**src/rtl/crc_manager_pkg.sv**
```systemverilog
// Shared constants for the SD-card CRC manager: polynomials, init values and
// the end bit appended to the command CRC byte.
package crc_manager_pkg;

   localparam int          CRC7_W      = 7;
   localparam int          CRC16_W     = 16;
   localparam logic [6:0]  CRC7_POLY   = 7'h09;
   localparam logic [15:0] CRC16_POLY  = 16'h1021;
   localparam logic [6:0]  CRC7_INIT   = 7'h00;
   localparam logic [15:0] CRC16_INIT  = 16'h0000;
   localparam logic        CRC_END_BIT = 1'b1;

endpackage : crc_manager_pkg

```
**src/rtl/crc_lfsr_serial.sv**
```systemverilog
// Generic serial MSB-first CRC LFSR, one bit per falling clock edge,
// no reflection and no final XOR.
module crc_lfsr_serial #(
   parameter int               WIDTH = 8,
   parameter logic [WIDTH-1:0] POLY  = '0,
   parameter logic [WIDTH-1:0] INIT  = '0
) (
   input  logic             clk,
   input  logic             reset,
   input  logic             en,
   input  logic             din,
   output logic [WIDTH-1:0] crc
);

   logic             fb_s;
   logic [WIDTH-1:0] crc_next_s;

   // Next-state of the register for the incoming bit.
   always_comb begin
      fb_s       = din ^ crc[WIDTH-1];
      crc_next_s = {crc[WIDTH-2:0], 1'b0};
      if (fb_s) begin
         crc_next_s = crc_next_s ^ POLY;
      end else begin
         crc_next_s = crc_next_s;
      end
   end

   // CRC state register; SPI data is launched on rising and sampled on falling edges.
   always_ff @(negedge clk or negedge reset) begin
      if (!reset) begin
         crc <= INIT;
      end else if (en) begin
         crc <= crc_next_s;
      end else begin
         crc <= crc;
      end
   end

endmodule : crc_lfsr_serial

```
**src/rtl/crc_manager.sv**
```systemverilog
// Runs the SD command CRC7 and data CRC16 side by side on the same serial bit
// stream; a new frame is started by pulsing reset.
module crc_manager
   import crc_manager_pkg::*;
(
   input  logic        spi_clk,
   input  logic        reset,
   input  logic        en,
   input  logic        mosi,
   output logic [7:0]  crc8,
   output logic [15:0] crc16
);

   logic [CRC7_W-1:0] crc7_s;

   crc_lfsr_serial #(
      .WIDTH (CRC7_W),
      .POLY  (CRC7_POLY),
      .INIT  (CRC7_INIT)
   ) u_crc7 (
      .clk   (spi_clk),
      .reset (reset),
      .en    (en),
      .din   (mosi),
      .crc   (crc7_s)
   );

   crc_lfsr_serial #(
      .WIDTH (CRC16_W),
      .POLY  (CRC16_POLY),
      .INIT  (CRC16_INIT)
   ) u_crc16 (
      .clk   (spi_clk),
      .reset (reset),
      .en    (en),
      .din   (mosi),
      .crc   (crc16)
   );

   // Command CRC byte as sent on the wire: CRC7 followed by the end bit.
   assign crc8 = {crc7_s, CRC_END_BIT};

endmodule : crc_manager

```
**config.mk**
```make
export PLATFORM = sky130hd
export DESIGN_NAME = crc_manager
export DESIGN_NICKNAME = d
export VERILOG_FILES = /design/src/rtl/crc_manager_pkg.sv /design/src/rtl/crc_lfsr_serial.sv /design/src/rtl/crc_manager.sv
export SDC_FILE = /design/constraint.sdc
export NUM_CORES = 1
export LEC_CHECK = 0
export ABC_AREA = 0
export ABC_CLOCK_PERIOD_IN_PS = 2700
export CORE_ASPECT_RATIO = 0.75
export CORE_MARGIN = 2
export CORE_UTILIZATION = 51
export DETAILED_ROUTE_END_ITERATION = 12
export HOLD_SLACK_MARGIN = 0.05
export PLACE_DENSITY = 0.8
export SYNTH_ARGS = -nofsm -noshare
export SYNTH_HDL_FRONTEND = slang
export SYNTH_SLANG_ARGS = --single-unit
```
**constraint.sdc**
```tcl
create_clock -name spi_clk -period 2.7 [get_ports spi_clk]
set_input_delay 0.54 -clock spi_clk [delete_from_list [all_inputs] [get_ports spi_clk]]
set_output_delay 0.54 -clock spi_clk [all_outputs]
set_load 0.005 [all_outputs]
```
Word level (Yosys, flattened, before mapping). Index checks and enable logic that the tools add are counted.

Muxes and demuxes: 2. Bitwise logic cells: 4.

Operators by type and width (number): 13-bit 2-to-1 mux (1); 4-bit 2-to-1 mux (1); 3-bit NOT (1); 2-bit NOT (1); 1-bit XOR (2).

Register bits after elaboration: 23. Logic and storage cells: 8.

Longest topological paths before layout.
Depth after elaboration: 2. Gate-level depth with buffers: 4. Depth with buffers taken out: 2.

By module. A second synthesis with hierarchy kept.

Cell total of the unflattened synthesis: 76. Area total of the unflattened synthesis: 1093.5 sq um.

Modules (own cells, without submodules): crc_lfsr_serial at u_crc16 (area each 752.0 sq um, cells each 51, times used 1); crc_lfsr_serial at u_crc7 (area each 330.3 sq um, cells each 23, times used 1); crc_manager (area each 11.3 sq um, cells each 2, times used 1).

==> flow_summary.toml <==
[clocking]
clk_pin_slew_ns = 0.09
cts_sinks = 23
cts_root_buffer = "clkbuf_4"
cts-htree-levels = 1
numCtsBuffers = 3
clk_path_buf_depth = 2
cts_tree = "yes"
clk_latency_ns = 0.30

[timing]
finalHoldViolCount = 0
rsz0062_at_grt = "yes"
slew_violations = 0
setup_viol = 23
clock_skew_ns = 0.00295
finalWorstSetupSlack_ns = -0.0556

[floorplanning]
initial_core_util_pct = 54.5
ios = 28
die_w_um = 57.6
core_sq_um = 2010
die_area_sq_um = 2550
rows = 14
die_h_um = 44.2

[synthesis]
ys_seq_area_share_pct = 52.4
syn_inst = 77
synth_area_leader_cell = "dfrtn_1"
synthTopCellsByArea = "dfrtn_1 (52%), mux2_2 (19%), buf_4 (13%)"
synth_nets = 81
syn-cell-area_sq_um = 1100
ys_ff_latch = 23
synth_area_per_cell_sq_um = 14.3
ys_warn_count = 0
yosysUniqueCellTypes = 11
synth_top_area_share_pct = 52.4

[global_route]
antenna_found_initial = 0
grt_overflow_total = 0
grt_first_pass_wirelength_um = 3200
grt_pass1_vias = 662
grt.total_usage_pct = 17.7
grt_max_degree = 24

[route]
dr.pass1.iters = 2
ant_nets = 0
drc = 0
vias = 676
wire_per_inst_um = 13.8
routed_wl_um = 1980
routed_via_density = 4.69
drt_iter0_markers = 4

[setup_path]
worstPathMaxFanout = 2
path_cells = "buf_2"
cp-start-kind = "register"
slowest_stage = "dfrtn_1"
worstPathArrival_ns = 2.22
worst_ep_required_time_ns = 2.16
critical-path-top-delay-family = "flip-flops"
critPathKind = "register to output pin"
path_buf_inv = 1
end_kind = "output pin"
max_stage_delay_ns = 0.44

[finish]
antenna_cells = 0
drive_gt1_share_pct = 70.0
final_common_cell = "buf_4"
stdcell_area_sq_um = 1450
final_nets = 125
syn_to_final_growth_pct = 32.3
post-route-util_pct = 72.2
final_cell_mix = "buf_4 (33), buf_2 (23), dfrtn_1 (23)"
n_fill_cell = 166

[status]
violations = "negative setup slack"
outcome = "finished with violations"

[pwr]
p_total_mw = 1.72
power.density_nw_per_um2 = 1180
p_leak_nw = 0.735
ir_worst_vdd_mv = 0.729

[place]
place_hpwl_um = 1290
gp_congestion = 0.697
placed_area_sq_um = 1420
io_buffers = 26

[hold_path]
hold_class = "register to register"

[run]
maxCapViolCount = 0
-- per-layer routing --
layer	wire, um	share of wire, %	vias to the layer above	GRT usage (%)
met3	139	7.0	0	5.26
met5	0	0	-	0
met4	0	0	0	2.79
met1	825	42	333	22.5
met2	1020	51	21	30.9
li1	-	-	322	-
-- worst paths after layout --
kind / startpoint / endpoint / slack [ns] / cells past startpoint
min in group asynchronous: reset / u_crc16.crc[7] / 1.81 / 2
min reg2reg: u_crc7.crc[4] / u_crc7.crc[4] / 0.55 / 2
min: u_crc7.crc[4] / u_crc7.crc[4] / 0.55 / 2
max reg2reg: u_crc7.crc[6] / u_crc7.crc[3] / 1.25 / 4
max in group asynchronous: reset / u_crc7.crc[4] / 0.72 / 2
max: u_crc7.crc[6] / crc8[7] / -0.06 / 1
-- repair_timing --
action                                  CTS  global route
gates cloned                              1             0
gates resized for setup                  94             0
pin swaps                                 0             0
setup buffers                             8             4
endpoints found under the setup margin   44            23
hold buffers                              0             0
-- through the flow --
step | std cells | TNS, ns | hold WS (ns) | setup slack [ns]
4_1_cts | 140 | -0.966 | 0.551 | -0.0702
6_report | 144 | -0.644 | 0.547 | -0.0556
5_1_grt | 144 | -1.67 | 0.573 | -0.0993
3_5_place_dp | 127 | -11.32 | 0.491 | -0.481
3_3_place_gp | 127 | -10.73 | 0.466 | -0.447
2_1_floorplan | 77 | -0.234 | 0.459 | -0.0202
-- cells by family (layout without fill, tap and decap cells) --
group / Yosys count / in the layout / synth area share [%]
flops: 23 / 23 / 52.4
buf+inv: 23 / 66 / 15.4
other cells: 1 / 1 / 0.341
compound gates: 2 / 2 / 0.911
simple gates: 2 / 2 / 0.684
mux: 21 / 21 / 22.2
xor+xnor: 5 / 5 / 8.09
-- sequential cells by signal, indices dropped and copies added (netlist names) --
name	count
u_crc16.crc	16
u_crc7.crc	7
-- report_power, final --
group	switching [mW]	internal, mW
Clock	0.107	0.0553
Combinational	0.289	0.659
Sequential	0.0823	0.530
Total	0.478	1.24
-- synth_stat cells --
master,instances
buf_4,19
xor3_1,3
xnor2_1,2
conb_1,1
nor2_1,2
a21oi_1,2
buf_2,3
mux2_4,2
buf_6,1
dfrtn_1,23
mux2_2,19
-- cell type report --
class                      instances  area (sq um)  area share (%)
clock inverter                     1          5.00           0.344
multi-input combinational         31           358            24.6
timing repair buffer              62           463            31.8
clock buffer                       3          22.5            1.55
sequential                        23           576            39.6
tap                               24          30.0            2.07
Power figures use the tool's default switching activity.
